$ cat src/rtl/uart_pkg.sv
// Shared definitions for the 8250-style COM port: register offsets,
// IIR codes, serial FSM states and the interrupt priority encoder.
package uart_pkg;

  localparam logic [2:0] REG_RBR = 3'd0;
  localparam logic [2:0] REG_IER = 3'd1;
  localparam logic [2:0] REG_IIR = 3'd2;
  localparam logic [2:0] REG_LCR = 3'd3;
  localparam logic [2:0] REG_MCR = 3'd4;
  localparam logic [2:0] REG_LSR = 3'd5;
  localparam logic [2:0] REG_MSR = 3'd6;
  localparam logic [2:0] REG_SCR = 3'd7;

  localparam logic [7:0] IIR_LS   = 8'h06;
  localparam logic [7:0] IIR_RX   = 8'h04;
  localparam logic [7:0] IIR_THRE = 8'h02;
  localparam logic [7:0] IIR_NONE = 8'h01;

  typedef enum logic [1:0] {RX_IDLE, RX_START, RX_DATA, RX_STOP} rx_state_t;
  typedef enum logic [1:0] {TX_IDLE, TX_START, TX_DATA, TX_STOP} tx_state_t;

  // Highest-priority pending cause wins.
  function automatic logic [7:0] iir_code(input logic ls, input logic rx, input logic thre);
    if (ls) begin
      return IIR_LS;
    end else if (rx) begin
      return IIR_RX;
    end else if (thre) begin
      return IIR_THRE;
    end else begin
      return IIR_NONE;
    end
  endfunction

endpackage

$ cat src/rtl/uart_8250_if.sv
// CPU I/O bus view of the COM port: address/data/strobes in, select/read data out.
interface uart_8250_if;
  logic [19:0] iAddr;
  logic [7:0]  iData;
  logic        iWr;
  logic        iRd;
  logic        oSel;
  logic [7:0]  oData;

  modport master (output iAddr, iData, iWr, iRd, input oSel, oData);
  modport slave  (input iAddr, iData, iWr, iRd, output oSel, oData);
endinterface

$ cat src/rtl/uart_rx.sv
// 16x oversampled 8N1 receiver: synchronizer, start validation, mid-bit
// sampling; emits a one-cycle byte_valid with data and stop-bit status.
module uart_rx
  import uart_pkg::*;
(
  input  logic       iClk,
  input  logic       iRst,
  input  logic       tick,
  input  logic       rx,
  output logic       byte_valid,
  output logic [7:0] data,
  output logic       frame_err,
  output logic       brk
);
  rx_state_t  state_r, state_s;
  logic [1:0] sync_r;
  logic [3:0] cnt_r, cnt_s;
  logic [2:0] bit_r, bit_s;
  logic [7:0] shift_r, shift_s;
  logic       valid_r, valid_s, fe_r, fe_s, brk_r, brk_s;
  logic       rx_s;

  assign rx_s       = sync_r[1];
  assign byte_valid = valid_r;
  assign data       = shift_r;
  assign frame_err  = fe_r;
  assign brk        = brk_r;

  // Synchronizer and FSM state registers
  always_ff @(posedge iClk) begin
    if (iRst) begin
      sync_r  <= 2'b11;
      state_r <= RX_IDLE;
      cnt_r   <= 4'd0;
      bit_r   <= 3'd0;
      shift_r <= 8'h00;
      valid_r <= 1'b0;
      fe_r    <= 1'b0;
      brk_r   <= 1'b0;
    end else begin
      sync_r  <= {sync_r[0], rx};
      state_r <= state_s;
      cnt_r   <= cnt_s;
      bit_r   <= bit_s;
      shift_r <= shift_s;
      valid_r <= valid_s;
      fe_r    <= fe_s;
      brk_r   <= brk_s;
    end
  end

  // Next-state: everything advances only on tick, so a zero divisor freezes the FSM
  always_comb begin
    state_s = state_r;
    cnt_s   = cnt_r;
    bit_s   = bit_r;
    shift_s = shift_r;
    valid_s = 1'b0;
    fe_s    = fe_r;
    brk_s   = brk_r;
    if (tick) begin
      cnt_s = cnt_r + 4'd1;
      case (state_r)
        RX_IDLE: begin
          cnt_s = 4'd0;
          if (!rx_s) state_s = RX_START;
          else       state_s = RX_IDLE;
        end
        RX_START: begin
          if (cnt_r == 4'd7) begin
            cnt_s = 4'd0;
            bit_s = 3'd0;
            if (rx_s) state_s = RX_IDLE;
            else      state_s = RX_DATA;
          end else begin
            state_s = RX_START;
          end
        end
        RX_DATA: begin
          if (cnt_r == 4'd15) begin
            shift_s = {rx_s, shift_r[7:1]};
            bit_s   = bit_r + 3'd1;
            if (bit_r == 3'd7) state_s = RX_STOP;
            else               state_s = RX_DATA;
          end else begin
            state_s = RX_DATA;
          end
        end
        RX_STOP: begin
          if (cnt_r == 4'd15) begin
            valid_s = 1'b1;
            fe_s    = ~rx_s;
            brk_s   = ~rx_s & (shift_r == 8'h00);
            state_s = RX_IDLE;
          end else begin
            state_s = RX_STOP;
          end
        end
        default: state_s = RX_IDLE;
      endcase
    end else begin
      state_s = state_r;
    end
  end
endmodule

$ cat src/rtl/uart_8250.sv
// COM1-compatible 8250 register subset, fixed 8N1, fractional baud reference.
// Define UART_RX_FIFO_EN to replace the single RBR with a 16-entry RX FIFO.
module uart_8250
  import uart_pkg::*;
#(
  parameter logic [15:0] BASE    = 16'h03F8,
  parameter int          ACC_INC = 18432,
  parameter int          ACC_MOD = 100000,
  parameter logic [15:0] RST_DIV = 16'd12
) (
  input  logic       iClk,
  input  logic       iRst,
  uart_8250_if.slave bus,
  input  logic       iRx,
  output logic       oTx,
  input  logic       iCts,
  input  logic       iDsr,
  output logic       oRts,
  output logic       oDtr,
  output logic       oIrq
);
  logic        hit_s, wr_s, rd_s, dlab_s, unused_s;
  logic [2:0]  off_s;
  logic        thr_wr_s, div_wr_s, ier_rise_s, iir_clr_s, rbr_rd_s, lsr_rd_s;
  logic [15:0] div_s, div_new_s, cnt_r;
  logic [16:0] acc_r, acc_sum_s;
  logic        ref_en_r, tick_r;
  logic [7:0]  dll_r, dlm_r, lcr_r, scr_r, thr_r, rdata_s, rbr_s, iir_s, lsr_s, msr_s;
  logic [3:0]  ier_r;
  logic [4:0]  mcr_r;
  logic        thr_full_r, thre_pend_r, oe_r, fe_r, bi_r, irq_r, tx_out_r, dr_s, ovr_s;
  logic [1:0]  cts_sync_r, dsr_sync_r;
  tx_state_t   tx_state_r, tx_state_s;
  logic [3:0]  tx_cnt_r, tx_cnt_s;
  logic [2:0]  tx_bit_r, tx_bit_s;
  logic [7:0]  tx_shift_r, tx_shift_s, rx_data_s;
  logic        tx_load_s, tx_line_s, rx_in_s, rx_valid_s, rx_fe_s, rx_brk_s;

  assign unused_s   = &{1'b0, bus.iAddr[19:16]};
  assign off_s      = bus.iAddr[2:0];
  assign hit_s      = (bus.iAddr[15:3] == BASE[15:3]);
  assign wr_s       = bus.iWr & hit_s;
  assign rd_s       = bus.iRd & hit_s;
  assign dlab_s     = lcr_r[7];
  assign thr_wr_s   = wr_s & (off_s == REG_RBR) & ~dlab_s;
  assign div_wr_s   = wr_s & ((off_s == REG_RBR) | (off_s == REG_IER)) & dlab_s;
  assign div_new_s  = (off_s == REG_RBR) ? {dlm_r, bus.iData} : {bus.iData, dll_r};
  assign ier_rise_s = wr_s & (off_s == REG_IER) & ~dlab_s & bus.iData[1] & ~ier_r[1];
  assign rbr_rd_s   = rd_s & (off_s == REG_RBR) & ~dlab_s;
  assign lsr_rd_s   = rd_s & (off_s == REG_LSR);
  assign iir_clr_s  = rd_s & (off_s == REG_IIR) & (iir_s[3:0] == IIR_THRE[3:0]);
  assign div_s      = {dlm_r, dll_r};
  assign acc_sum_s  = acc_r + 17'(ACC_INC);

`ifdef UART_RX_FIFO_EN
  localparam logic [7:0] IIR_FIFO_BITS = 8'hC0;
  logic [7:0] fifo_mem_r [16];
  logic [3:0] wp_r, rp_r;
  logic [4:0] fill_r;
  logic       push_s, pop_s;
  assign push_s = rx_valid_s & (fill_r != 5'd16);
  assign pop_s  = rbr_rd_s & (fill_r != 5'd0);
  assign ovr_s  = rx_valid_s & (fill_r == 5'd16);
  assign dr_s   = (fill_r != 5'd0);
  assign rbr_s  = fifo_mem_r[rp_r];

  // FIFO storage; only entries below fill_r are ever visible
  always_ff @(posedge iClk) begin
    if (push_s) fifo_mem_r[wp_r] <= rx_data_s;
  end

  // FIFO pointers and occupancy
  always_ff @(posedge iClk) begin
    if (iRst) begin
      wp_r   <= 4'd0;
      rp_r   <= 4'd0;
      fill_r <= 5'd0;
    end else begin
      if (push_s) wp_r <= wp_r + 4'd1;
      if (pop_s)  rp_r <= rp_r + 4'd1;
      fill_r <= fill_r + {4'd0, push_s} - {4'd0, pop_s};
    end
  end
`else
  localparam logic [7:0] IIR_FIFO_BITS = 8'h00;
  logic [7:0] rbr_r;
  logic       dr_r;
  assign ovr_s = rx_valid_s & dr_r & ~rbr_rd_s;
  assign dr_s  = dr_r;
  assign rbr_s = rbr_r;

  // Single receive buffer; a new byte always overwrites
  always_ff @(posedge iClk) begin
    if (iRst) begin
      rbr_r <= 8'h00;
      dr_r  <= 1'b0;
    end else if (rx_valid_s) begin
      rbr_r <= rx_data_s;
      dr_r  <= 1'b1;
    end else if (rbr_rd_s) begin
      dr_r  <= 1'b0;
    end
  end
`endif

  assign iir_s = iir_code(ier_r[2] & (oe_r | fe_r | bi_r), ier_r[0] & dr_s,
                          ier_r[1] & thre_pend_r) | IIR_FIFO_BITS;
  assign lsr_s = {1'b0, ~thr_full_r & (tx_state_r == TX_IDLE), ~thr_full_r,
                  bi_r, fe_r, 1'b0, oe_r, dr_s};
  assign msr_s = mcr_r[4] ? {2'b00, mcr_r[0], mcr_r[1], 4'h0}
                          : {2'b00, dsr_sync_r[1], cts_sync_r[1], 4'h0};

  // Fractional 1.8432 MHz reference and divisor down-counter
  always_ff @(posedge iClk) begin
    if (iRst) begin
      acc_r    <= 17'd0;
      ref_en_r <= 1'b0;
      cnt_r    <= RST_DIV;
      tick_r   <= 1'b0;
    end else begin
      if (acc_sum_s >= 17'(ACC_MOD)) begin
        acc_r    <= acc_sum_s - 17'(ACC_MOD);
        ref_en_r <= 1'b1;
      end else begin
        acc_r    <= acc_sum_s;
        ref_en_r <= 1'b0;
      end
      tick_r <= 1'b0;
      if (div_wr_s) begin
        cnt_r <= div_new_s;
      end else if (ref_en_r && (div_s != 16'd0)) begin
        if (cnt_r <= 16'd1) begin
          cnt_r  <= div_s;
          tick_r <= 1'b1;
        end else begin
          cnt_r <= cnt_r - 16'd1;
        end
      end
    end
  end

  // CPU-written control registers
  always_ff @(posedge iClk) begin
    if (iRst) begin
      dll_r <= RST_DIV[7:0];
      dlm_r <= RST_DIV[15:8];
      ier_r <= 4'h0;
      lcr_r <= 8'h00;
      mcr_r <= 5'h00;
      scr_r <= 8'h00;
    end else if (wr_s) begin
      case (off_s)
        REG_RBR: if (dlab_s) dll_r <= bus.iData;
        REG_IER: if (dlab_s) dlm_r <= bus.iData; else ier_r <= bus.iData[3:0];
        REG_LCR: lcr_r <= bus.iData;
        REG_MCR: mcr_r <= bus.iData[4:0];
        REG_SCR: scr_r <= bus.iData;
        default: scr_r <= scr_r;
      endcase
    end
  end

  // Read mux: combinational so side effects on the same edge are not visible
  always_comb begin
    rdata_s = 8'h00;
    case (off_s)
      REG_RBR: if (dlab_s) rdata_s = dll_r; else rdata_s = rbr_s;
      REG_IER: if (dlab_s) rdata_s = dlm_r; else rdata_s = {4'h0, ier_r};
      REG_IIR: rdata_s = iir_s;
      REG_LCR: rdata_s = lcr_r;
      REG_MCR: rdata_s = {3'b000, mcr_r};
      REG_LSR: rdata_s = lsr_s;
      REG_MSR: rdata_s = msr_s;
      REG_SCR: rdata_s = scr_r;
      default: rdata_s = 8'h00;
    endcase
  end
  assign bus.oSel  = rd_s;
  assign bus.oData = rdata_s;

  // TX next-state; a THR write on a load tick defers the load by one tick
  always_comb begin
    tx_state_s = tx_state_r;
    tx_cnt_s   = tx_cnt_r;
    tx_bit_s   = tx_bit_r;
    tx_shift_s = tx_shift_r;
    tx_load_s  = 1'b0;
    if (tick_r) begin
      tx_cnt_s = tx_cnt_r + 4'd1;
      case (tx_state_r)
        TX_IDLE: begin
          tx_cnt_s = 4'd0;
          if (thr_full_r && !thr_wr_s) begin
            tx_load_s  = 1'b1;
            tx_shift_s = thr_r;
            tx_state_s = TX_START;
          end else begin
            tx_state_s = TX_IDLE;
          end
        end
        TX_START: begin
          if (tx_cnt_r == 4'd15) begin
            tx_bit_s   = 3'd0;
            tx_state_s = TX_DATA;
          end else begin
            tx_state_s = TX_START;
          end
        end
        TX_DATA: begin
          if (tx_cnt_r == 4'd15) begin
            tx_shift_s = {1'b1, tx_shift_r[7:1]};
            tx_bit_s   = tx_bit_r + 3'd1;
            if (tx_bit_r == 3'd7) tx_state_s = TX_STOP;
            else                  tx_state_s = TX_DATA;
          end else begin
            tx_state_s = TX_DATA;
          end
        end
        TX_STOP: begin
          if (tx_cnt_r == 4'd15) tx_state_s = TX_IDLE;
          else                   tx_state_s = TX_STOP;
        end
        default: tx_state_s = TX_IDLE;
      endcase
    end else begin
      tx_state_s = tx_state_r;
    end
  end

  always_comb begin
    case (tx_state_r)
      TX_START: tx_line_s = 1'b0;
      TX_DATA:  tx_line_s = tx_shift_r[0];
      default:  tx_line_s = 1'b1;
    endcase
  end

  // TX state, holding register and THRE-pending latch
  always_ff @(posedge iClk) begin
    if (iRst) begin
      tx_state_r  <= TX_IDLE;
      tx_cnt_r    <= 4'd0;
      tx_bit_r    <= 3'd0;
      tx_shift_r  <= 8'hFF;
      thr_r       <= 8'h00;
      thr_full_r  <= 1'b0;
      thre_pend_r <= 1'b0;
    end else begin
      tx_state_r <= tx_state_s;
      tx_cnt_r   <= tx_cnt_s;
      tx_bit_r   <= tx_bit_s;
      tx_shift_r <= tx_shift_s;
      if (thr_wr_s) begin
        thr_r      <= bus.iData;
        thr_full_r <= 1'b1;
      end else if (tx_load_s) begin
        thr_full_r <= 1'b0;
      end
      if (thr_wr_s || iir_clr_s) thre_pend_r <= 1'b0;
      else if (tx_load_s || (ier_rise_s && !thr_full_r)) thre_pend_r <= 1'b1;
    end
  end

  assign rx_in_s = mcr_r[4] ? tx_line_s : iRx;

  uart_rx u_rx (
    .iClk       (iClk),
    .iRst       (iRst),
    .tick       (tick_r),
    .rx         (rx_in_s),
    .byte_valid (rx_valid_s),
    .data       (rx_data_s),
    .frame_err  (rx_fe_s),
    .brk        (rx_brk_s)
  );

  // Line-status error flags: new events win over a same-cycle LSR read
  always_ff @(posedge iClk) begin
    if (iRst) begin
      oe_r <= 1'b0;
      fe_r <= 1'b0;
      bi_r <= 1'b0;
    end else begin
      if (lsr_rd_s) begin
        oe_r <= 1'b0;
        fe_r <= 1'b0;
        bi_r <= 1'b0;
      end
      if (ovr_s) oe_r <= 1'b1;
      if (rx_valid_s && rx_fe_s) fe_r <= 1'b1;
      if (rx_valid_s && rx_brk_s) bi_r <= 1'b1;
    end
  end

  // Registered pins and modem-status synchronizers
  always_ff @(posedge iClk) begin
    if (iRst) begin
      irq_r      <= 1'b0;
      tx_out_r   <= 1'b1;
      cts_sync_r <= 2'b00;
      dsr_sync_r <= 2'b00;
    end else begin
      irq_r      <= ~iir_s[0] & mcr_r[3];
      tx_out_r   <= mcr_r[4] | tx_line_s;
      cts_sync_r <= {cts_sync_r[0], iCts};
      dsr_sync_r <= {dsr_sync_r[0], iDsr};
    end
  end

  assign oTx  = tx_out_r;
  assign oIrq = irq_r;
  assign oRts = mcr_r[1];
  assign oDtr = mcr_r[0];
endmodule

$ cat src/flat_wrapper.sv
// flat-port wrapper written by rule: the top's interface ports become plain ports
module uart_8250_flat import uart_pkg::*;
#(
  parameter logic [15:0] BASE    = 16'h03F8,
  parameter int          ACC_INC = 18432,
  parameter int          ACC_MOD = 100000,
  parameter logic [15:0] RST_DIV = 16'd12
)
  (iClk, iRst, iRx, oTx, iCts, iDsr, oRts, oDtr, oIrq, bus_iAddr, bus_iData, bus_iWr, bus_iRd, bus_oSel, bus_oData);
  uart_8250_if bus_i ();
  input  logic iClk;
  input  logic iRst;
  input  logic iRx;
  output logic oTx;
  input  logic iCts;
  input  logic iDsr;
  output logic oRts;
  output logic oDtr;
  output logic oIrq;
  input wire logic [$bits(bus_i.iAddr)-1:0] bus_iAddr;
  input wire logic [$bits(bus_i.iData)-1:0] bus_iData;
  input wire logic [$bits(bus_i.iWr)-1:0] bus_iWr;
  input wire logic [$bits(bus_i.iRd)-1:0] bus_iRd;
  output wire logic [$bits(bus_i.oSel)-1:0] bus_oSel;
  output wire logic [$bits(bus_i.oData)-1:0] bus_oData;
  assign bus_i.iAddr = bus_iAddr;
  assign bus_i.iData = bus_iData;
  assign bus_i.iWr = bus_iWr;
  assign bus_i.iRd = bus_iRd;
  assign bus_oSel = bus_i.oSel;
  assign bus_oData = bus_i.oData;
  uart_8250 #(.BASE(BASE), .ACC_INC(ACC_INC), .ACC_MOD(ACC_MOD), .RST_DIV(RST_DIV)) u_core (.iClk(iClk), .iRst(iRst), .bus(bus_i), .iRx(iRx), .oTx(oTx), .iCts(iCts), .iDsr(iDsr), .oRts(oRts), .oDtr(oDtr), .oIrq(oIrq));
endmodule
$ cat config.mk
export PLATFORM = sky130hd
export DESIGN_NAME = uart_8250_flat
export DESIGN_NICKNAME = d
export VERILOG_FILES = /design/src/rtl/uart_pkg.sv /design/src/rtl/uart_8250_if.sv /design/src/rtl/uart_rx.sv /design/src/rtl/uart_8250.sv /design/src/flat_wrapper.sv
export SDC_FILE = /design/constraint.sdc
export NUM_CORES = 1
export LEC_CHECK = 0
export ABC_AREA = 1
export BUFFER_PORTS_ARGS = -buffer_cell sky130_fd_sc_hd__clkbuf_2
export CAP_MARGIN = 20
export CELL_PAD_IN_SITES_DETAIL_PLACEMENT = 0
export CELL_PAD_IN_SITES_GLOBAL_PLACEMENT = 1
export CORE_UTILIZATION = 47
export CTS_CLUSTER_DIAMETER = 150
export DETAILED_ROUTE_END_ITERATION = 6
export PLACE_DENSITY_LB_ADDON = 0.25
export REMOVE_ABC_BUFFERS = 1
export SLEW_MARGIN = 20
export SYNTH_ARGS = -nofsm -noshare
export SYNTH_HDL_FRONTEND = slang
export SYNTH_SLANG_ARGS = --single-unit
$ cat constraint.sdc
create_clock -name iClk -period 4.52 [get_ports iClk]
set_clock_uncertainty 0.15 [all_clocks]
set_input_delay 0.904 -clock iClk [delete_from_list [all_inputs] [get_ports iClk]]
set_output_delay 0.904 -clock iClk [all_outputs]
set_load 0.05 [all_outputs]
==> metrics, run 1 <==
sequence of cells on the critical path clkbuf_2, inv_1, nand2_2, clkinv_1, a221oi_1, a21oi_1, clkbuf_2; Filler cells 1,460; initial antenna violation count 0; Worst Path Required 3470 ps; I/O Pins 48; clock root buffer clkbuf_16; capture point of the worst reg-to-reg path u_core.u_rx.bit_r[1]; final worst path period need 3460 ps; Pwr Total 2.87 mW; CTS tree done; hold_buf cts 0; Num CTS Buffers 17; Leak 3.51 nW; Worst Setup EP bus_oData[3]; pin count of the biggest net entering global routing 65; die area 15,600 µm²; Setup Viol. Count Final 0; die extent in x 125 µm; DRC viols 16; Post-Syn Area 7120 µm²; Buf/Inv on CP 4; clk buf depth 2; port bufs 43; final WL 18,900 µm; period utilization 76.5%; layout cells sized above 1 9.55%; crit path kind input pin to output pin; Worst VDD drop 0.000286 V; Mapped Cells 1,073; CTS clk-pin slew, worst paths 60 ps; register area 2760 µm²; Global Route Usage Sum 25.3%; hold crit path type flip-flop to flip-flop; Critical Path Max Stage Delay 340 ps; count of pins over their slew limit 0; setup TNS 0 ps; yosys warns 0; # clock sinks 138; GR met2 Demand/Resource 40.2%; vias in the first global route 6,352; wire length per cell 14.5 µm; Area Growth Syn to Fin 12.9%; Seq/Total Area, Yosys 38.8%; Starting Density 48.6%; Crit path top cell by count clkbuf_2; placeable core area 14,600 µm²; post-CTS sizing 0; post-synthesis cell type count 42; ys flop type dfxtp_1; Post-synth EDFFs 0; critical path's slowest cell clkinv_1; normalized max-slew margin 49.8%; critical path data arrival time 2400 ps; Crit path depth 7; Worst Reg-to-Reg Cells 9; CP delay by family, top buffers and inverters; met3 usage 5.52%; H-tree Lvls 4; GRT busiest layer met2; Hold WS 255 ps; initial DRC count 542; met1 GRT Util 34.2%; later-pin clock latency in the skew report 430 ps; Initial DRT Pass Iterations 7; CP startpoint bus_iAddr[2]; via count 6,874; row count 44; startpoint types input pin; crit-path max FO 10; DP HPWL 13,600 µm; Post-synth ARST share 0%; R2R Path Start u_core.u_rx.state_r[1]; most frequent cells in the layout nand2_1, dfxtp_1, inv_1; Antenna Diode Count 0; Pwr Density 357 nW/µm²; most common cell after layout, fill and taps aside nand2_1; routability cong. 0.882; die outline height 125 µm; first-pass GRT wire length 31,400 µm; post-synthesis register bit count 138; area of the multi-input gates 3700 µm²; reg2reg setup slack 2170 ps; endpoints failing hold 0; # nets final 1,154; Avg Inst Size Synth 6.63 µm²; failing checks DRC; post-route antenna net violation count 0; endpoint class of the critical path output pin; outcome finished, violations left; Slew @ Worst Pin 753 ps; fmax 289 MHz; GRT Residual Overflow 0; max cap viols 0; # Post-CTS Setup Buffers 0; Avg Vias per Cell 5.27; RSZ-0062 raised after global routing false
-- sequential cells by signal (all words and copies together) (netlist names), 8 cells and up --
register           cells
u_core.rbr_r           8
u_core.acc_r          12
u_core.thr_r           8
u_core.cnt_r          16
u_core.lcr_r           8
u_core.tx_shift_r      8
u_core.dlm_r           8
u_core.dll_r           8
u_core.u_rx.data       8
u_core.scr_r           8
-- routing by layer --
metal | wire [µm] | vias up
met5 | 0 | -
met4 | 237 | 0
met3 | 1020 | 18
met2 | 8450 | 182
met1 | 9190 | 3072
li1 | - | 3602
-- worst min-delay path by stage --
stage,start,to,slack [ps],depth (start not counted)
detailed placement,u_core.u_rx.sync_r[0],u_core.u_rx.sync_r[1],240,1
global route,u_core.cts_sync_r[0],u_core.cts_sync_r[1],290,2
finish,u_core.cts_sync_r[0],u_core.cts_sync_r[1],260,2
floorplan,u_core.cts_sync_r[0],u_core.cts_sync_r[1],240,2
global placement,u_core.cts_sync_r[0],u_core.cts_sync_r[1],240,2
CTS,u_core.dsr_sync_r[0],u_core.dsr_sync_r[1],260,2
-- kinds of logic after synthesis --
family	synth area share (%)
and+or+nand+nor	31.2
xor gates and xnor gates	0.615
buffers and inverters	9.14
DFF	38.8
AOI/OAI and AO/OA	18.1
adders and majority gates	2.11
-- final cells by class --
class | count | area share, %
Clock buffer | 17 | 5.29
Clock inverter | 15 | 2.01
Inverter | 133 | 6.21
Multi-Input combinational cell | 769 | 46.1
Sequential cell | 138 | 34.4
Tap cell | 184 | 2.87
Timing Repair Buffer | 48 | 3.15
-- synthesized netlist by cell type (3+ instances only) --
master     number  share of area, %
a211oi_1       24               2.5
a31oi_1         5              0.44
a22oi_1         3              0.32
ha_1           12               2.1
nand2_2         4              0.35
buf_2          10              0.70
nand2_1       271                14
nor3_1         13              0.91
nand3_1        79               5.6
nor2_2          9              0.79
nand3b_1        6              0.63
nor2_1        122               6.4
o2111ai_1       3              0.37
clkbuf_1       19               1.0
nand4_1        12               1.1
o21ai_0        79               5.6
a21oi_1        85               6.0
xor2_1          5              0.62
dfxtp_1       138                39
inv_2           5              0.26
o22ai_1        10              0.88
nor2_4          3              0.47
o211ai_1        5              0.53
inv_1         127               6.7
-- per-stage QoR --
step	cells	area, µm²	util, %	setup slack, ps
global route	1304	8040	54.9	860
detailed placement	1272	7450	50.9	1080
global placement	1272	7450	50.9	1120
floorplan	1040	6970	-	1050
CTS	1304	8040	54.9	1070
finish	1304	8040	54.9	1060
-- worst min-delay path, delay by kind of cell (launching register included) --
family                 cells  cell delay, ps
AND/OR/NAND/NOR            1              30
buffers and inverters      1              40
flip-flops                 1             300
-- where the power goes --
| part | leakage (nW) | total (mW) | internal [mW] | switching [mW] |
|---|---|---|---|---|
| clock network | 0.272 | 1.39 | 0.780 | 0.607 |
| registers | 1.11 | 1.26 | 1.24 | 0.0175 |
| logic | 2.12 | 0.227 | 0.0694 | 0.158 |
Note: power is estimated with default switching activity, not from simulation.
==> inputs of run 2 (changes only) <==
--- a/config.mk
+++ b/config.mk
@@ -10,7 +10,7 @@
 export CAP_MARGIN = 20
 export CELL_PAD_IN_SITES_DETAIL_PLACEMENT = 0
 export CELL_PAD_IN_SITES_GLOBAL_PLACEMENT = 1
-export CORE_UTILIZATION = 47
+export CORE_UTILIZATION = 39
 export CTS_CLUSTER_DIAMETER = 150
 export DETAILED_ROUTE_END_ITERATION = 6
 export PLACE_DENSITY_LB_ADDON = 0.25
==> constraint.sdc (replaced) <==
create_clock -name iClk -period 2.8 [get_ports iClk]
set_clock_uncertainty 0.15 [all_clocks]
set_input_delay 0.56 -clock iClk [delete_from_list [all_inputs] [get_ports iClk]]
set_output_delay 0.56 -clock iClk [all_outputs]
set_load 0.05 [all_outputs]
==> metrics, run 2 (synthesis gave the netlist of run 1 again) <==
final WL 20,100 µm; Slew @ Worst Pin 649 ps; Pwr Total 4.88 mW; RSZ-0062 raised after global routing false; setup TNS 0 ps; die extent in x 137 µm; Hold WS 176 ps; count of pins over their slew limit 0; post-route antenna net violation count 0; endpoints failing hold 0; most frequent cells in the layout nand2_1, dfxtp_1, inv_1; # clock sinks 138; crit-path max FO 7; DP HPWL 14,800 µm; max cap viols 0; Initial DRT Pass Iterations 5; fmax 376 MHz; startpoint types input pin; critical path's slowest cell buf_2; Setup Viol. Count Final 0; post-layout util 46.2%; initial antenna violation count 0; Area Growth Syn to Fin 16.2%; later-pin clock latency in the skew report 420 ps; Placed Area 7610 µm²; outcome finished, final reports clean; Avg Vias per Cell 5.11; # nets final 1,168; Largest Register u_core.cnt_r; Antenna Diode Count 0; normalized max-slew margin 56.7%; GRT Residual Overflow 0; Critical Path Max Stage Delay 290 ps; routability cong. 0.934; max reg flops 16; via count 6,966; # Post-CTS Setup Buffers 0; first-pass GRT wire length 32,800 µm; sequence of cells on the critical path clkbuf_2, inv_1, nand3_2, nor2_2, inv_1, o22ai_1, nor2_1, a21oi_1, buf_2; I/O Pins 48; placeable core area 17,900 µm²; dpl ws 148 ps; Num CTS Buffers 17; clock root buffer clkbuf_16; DP Cell Count 1,331; H-tree Lvls 4; critical path data arrival time 1950 ps; Top Registers u_core.cnt_r: 16 flops, u_core.acc_r: 12 flops; row count 49; Pwr Density 590 nW/µm²; CTS tree done; crit path kind input pin to output pin; DRC viols 0; period utilization 94.9%; die area 18,800 µm²; Worst Path Required 2090 ps; hold crit path type input pin to flip-flop; port bufs 43; Buf/Inv on CP 4; Global Route Usage Sum 22.9%; layout cells sized above 1 10.8%; vias in the first global route 6,390; Worst VDD drop 0.000419 V; initial DRC count 482; Non-Filler Instances 1,363; Final WS setup 143 ps; clk buf depth 2; wire length per cell 14.7 µm; final worst path period need 2660 ps; CP delay by family, top buffers and inverters; Design Area, Final 8270 µm²; pin count of the biggest net entering global routing 33; endpoint class of the critical path output pin; die outline height 137 µm; Crit path top cell by count inv_1; Starting Density 39.8%; most common cell after layout, fill and taps aside nand2_1; CTS clk-pin slew, worst paths 60 ps; Leak 3.61 nW
==> run 2: where the power goes <==
group	switching, mW	internal, mW
clock network	0.933	1.54
logic	0.258	0.118
registers	0.0279	2.00
==> run 2: worst min-delay path, delay by kind of cell <==
kind / cells / cell delay, ps
buf+inv: 2 / 120
simple gates: 1 / 30
==> run 2: routing by layer <==
metal	GRT usage [%]	part of all wire, %	vias to the layer above
li1	-	-	3627
met1	31.4	50	3179
met2	36.1	44	146
met3	5.07	4.3	14
met4	5.37	1.2	0
met5	0	0	-
==> run 2: final timing paths <==
check                  startpoint              endpoint  slack (ps)  cells after the start
max                  bus_iAddr[2]          bus_oData[3]         140                      9
min                          iCts  u_core.cts_sync_r[0]         180                      3
max reg2reg       u_core.acc_r[5]       u_core.acc_r[5]         660                     10
min reg2reg  u_core.dsr_sync_r[0]  u_core.dsr_sync_r[1]         250                      2
==> run 2: layout make-up <==
class	count	area, µm²
inverter	133	499
timing repair buffer	62	360
clock buffer	18	439
fill	1918	9630
sequential	138	2760
clock inverter	14	210
multi-input combinational	769	3710
tap	229	287
==> run 2: timing repair <==
item	4_1_cts	5_1_grt
endpoints found under the hold margin	0	0
setup endpoints to repair	1	2
resized for setup	1	5
hold buffers	0	0
==> inputs of run 3 (changes only) <==
--- a/config.mk
+++ b/config.mk
@@ -8,11 +8,10 @@
 export ABC_AREA = 1
 export BUFFER_PORTS_ARGS = -buffer_cell sky130_fd_sc_hd__clkbuf_2
 export CAP_MARGIN = 20
-export CELL_PAD_IN_SITES_DETAIL_PLACEMENT = 0
-export CELL_PAD_IN_SITES_GLOBAL_PLACEMENT = 1
-export CORE_UTILIZATION = 39
+export CORE_UTILIZATION = 61
 export CTS_CLUSTER_DIAMETER = 150
 export DETAILED_ROUTE_END_ITERATION = 6
+export HOLD_SLACK_MARGIN = 0.03
 export PLACE_DENSITY_LB_ADDON = 0.25
 export REMOVE_ABC_BUFFERS = 1
 export SLEW_MARGIN = 20
==> constraint.sdc (replaced) <==
create_clock -name iClk -period 2.62 [get_ports iClk]
set_clock_uncertainty 0.15 [all_clocks]
set_input_delay 0.524 -clock iClk [delete_from_list [all_inputs] [get_ports iClk]]
set_output_delay 0.524 -clock iClk [all_outputs]
set_load 0.05 [all_outputs]
==> metrics, run 3 (synthesis gave the netlist of run 1 again) <==
outcome finished, violations left; failing checks setup timing; RSZ-0062 raised after global routing false; CP startpoint u_core.fe_r; initial antenna violation count 0; Final WS setup -5.19 ps; vias in the first global route 6,301; R2R Path Start u_core.acc_r[5]; Slew @ Worst Pin 711 ps; endpoints failing hold 0; routability cong. 0.953; Filler cells 942; Num CTS Buffers 17; crit-path max FO 3; critical path's slowest cell dfxtp_1; Initial DRT Pass Iterations 5; count of pins over their slew limit 0; # nets final 1,168; Setup Viol. Count Final 1; endpoint class of the critical path output pin; Hold WS 126 ps; Worst Reg-to-Reg Cells 10; final worst path period need 2630 ps; GRT Residual Overflow 0; Global Route Usage Sum 31.8%; hold crit path type input pin to flip-flop; layout cells sized above 1 10.9%; CTS tree done; normalized max-slew margin 52.6%; clock root buffer clkbuf_16; die area 12,100 µm²; max cap viols 0; Hold EP u_core.dsr_sync_r[0]; Critical Path Max Stage Delay 330 ps; met3 routed WL 1310 µm; Buf/Inv on CP 2; first-pass GRT wire length 29,500 µm; later-pin clock latency in the skew report 430 ps; DP Cell Count 1,245; H-tree Lvls 4; placeable core area 11,400 µm²; die outline height 110 µm; Antenna Diode Count 0; CP delay by family, top simple AND/OR/NAND/NOR gates; met2 WL 8210 µm; startpoint types flip-flop; via count 7,158; initial DRC count 793; wire length per cell 14.3 µm; Area Growth Syn to Fin 14.0%; most common cell after layout, fill and taps aside nand2_1; clk buf depth 2; highest routed metal layer met4; Top Registers u_core.cnt_r: 16 flops, u_core.acc_r: 12 flops; Leak 3.59 nW; I/O Pins 48; period utilization 100%; # clock sinks 138; post-route antenna net violation count 0; critical path data arrival time 1950 ps; Worst Path Required 1950 ps; Pwr Density 612 nW/µm²; port bufs 43; Largest Register u_core.cnt_r; Avg Vias per Cell 5.61; dpl ws 91.6 ps; hold wc startpoint iDsr; Pwr Total 4.96 mW; sequence of cells on the critical path nor2_1, a21oi_1, nor2_1, inv_1, a21oi_1, nand2_1, nand4_1, clkbuf_2; CTS clk-pin slew, worst paths 60 ps; # Post-CTS Setup Buffers 0; hold depth 3; DP HPWL 13,100 µm; met1 wire length 8340 µm; pin count of the biggest net entering global routing 43; final WL 18,300 µm; die extent in x 110 µm; Worst VDD drop 0.000755 V; most frequent cells in the layout nand2_1, dfxtp_1, inv_1; reg2reg setup slack 440 ps; Starting Density 62.6%; fmax 381 MHz; crit path kind flip-flop to output pin; capture point of the worst reg-to-reg path u_core.acc_r[5]; Non-Filler Instances 1,276; DRC viols 0; max reg flops 16; row count 39
run 3: changes by cell type in the layout (fill, tap and decap cells not counted), sizes merged:
cell / previous run / this run
buf: 20 / 22
bufinv: 4 / 2
clkinvlp: 2 / 3
clkbuf: 60 / 59
inv: 137 / 136
run 3: timing repair:
action | 4_1_cts | 5_1_grt
hold buffers | 0 | 0
setup endpoints to repair | 0 | 4
gates resized for setup | 0 | 6
run 3: through the flow:
stage	util, %	cell area, µm²	TNS (ps)
2_1_floorplan	-	6970	-199
3_3_place_gp	66.1	7520	0
3_5_place_dp	66.1	7520	0
4_1_cts	71.3	8110	0
5_1_grt	71.4	8120	0
6_report	71.4	8120	-5.19
run 3: area by class of cell:
type,instances,area (µm²),area share [%]
repair buffers,62,373,4.59
clock buffers,19,453,5.58
well taps,143,179,2.20
flip-flops and latches,138,2760,34.0
multi-input cells,769,3710,45.7
inverters,133,503,6.20
clock inverters,12,138,1.70
run 3: layer usage:
layer,GRT usage [%],vias to the layer above
met5,0,-
met4,13.0,0
met3,6.00,41
met2,50.3,287
met1,42.5,3208
li1,-,3622
run 3: worst max path at each step:
| stage | endpoint | slack (ps) | cells past startpoint |
|---|---|---|---|
| 2_1_floorplan | bus_oData[4] | -90 | 5 |
| 3_3_place_gp | bus_oData[4] | 110 | 7 |
| 3_5_place_dp | bus_oData[4] | 90 | 7 |
| 4_1_cts | bus_oData[4] | 20 | 5 |
| 5_1_grt | bus_oData[0] | 1 | 8 |
| 6_report | bus_oData[0] | -5 | 8 |
run 3: where the power goes:
part	switching, mW	internal, mW	total, mW
Combinational	0.276	0.128	0.404
Clock	0.939	1.46	2.39
Sequential	0.0287	2.14	2.17
Total	1.24	3.72	4.96
run 3: worst min-delay path: stages:
cell      delay (ps)
clkbuf_2          80
inv_1             40
nor2_1            30
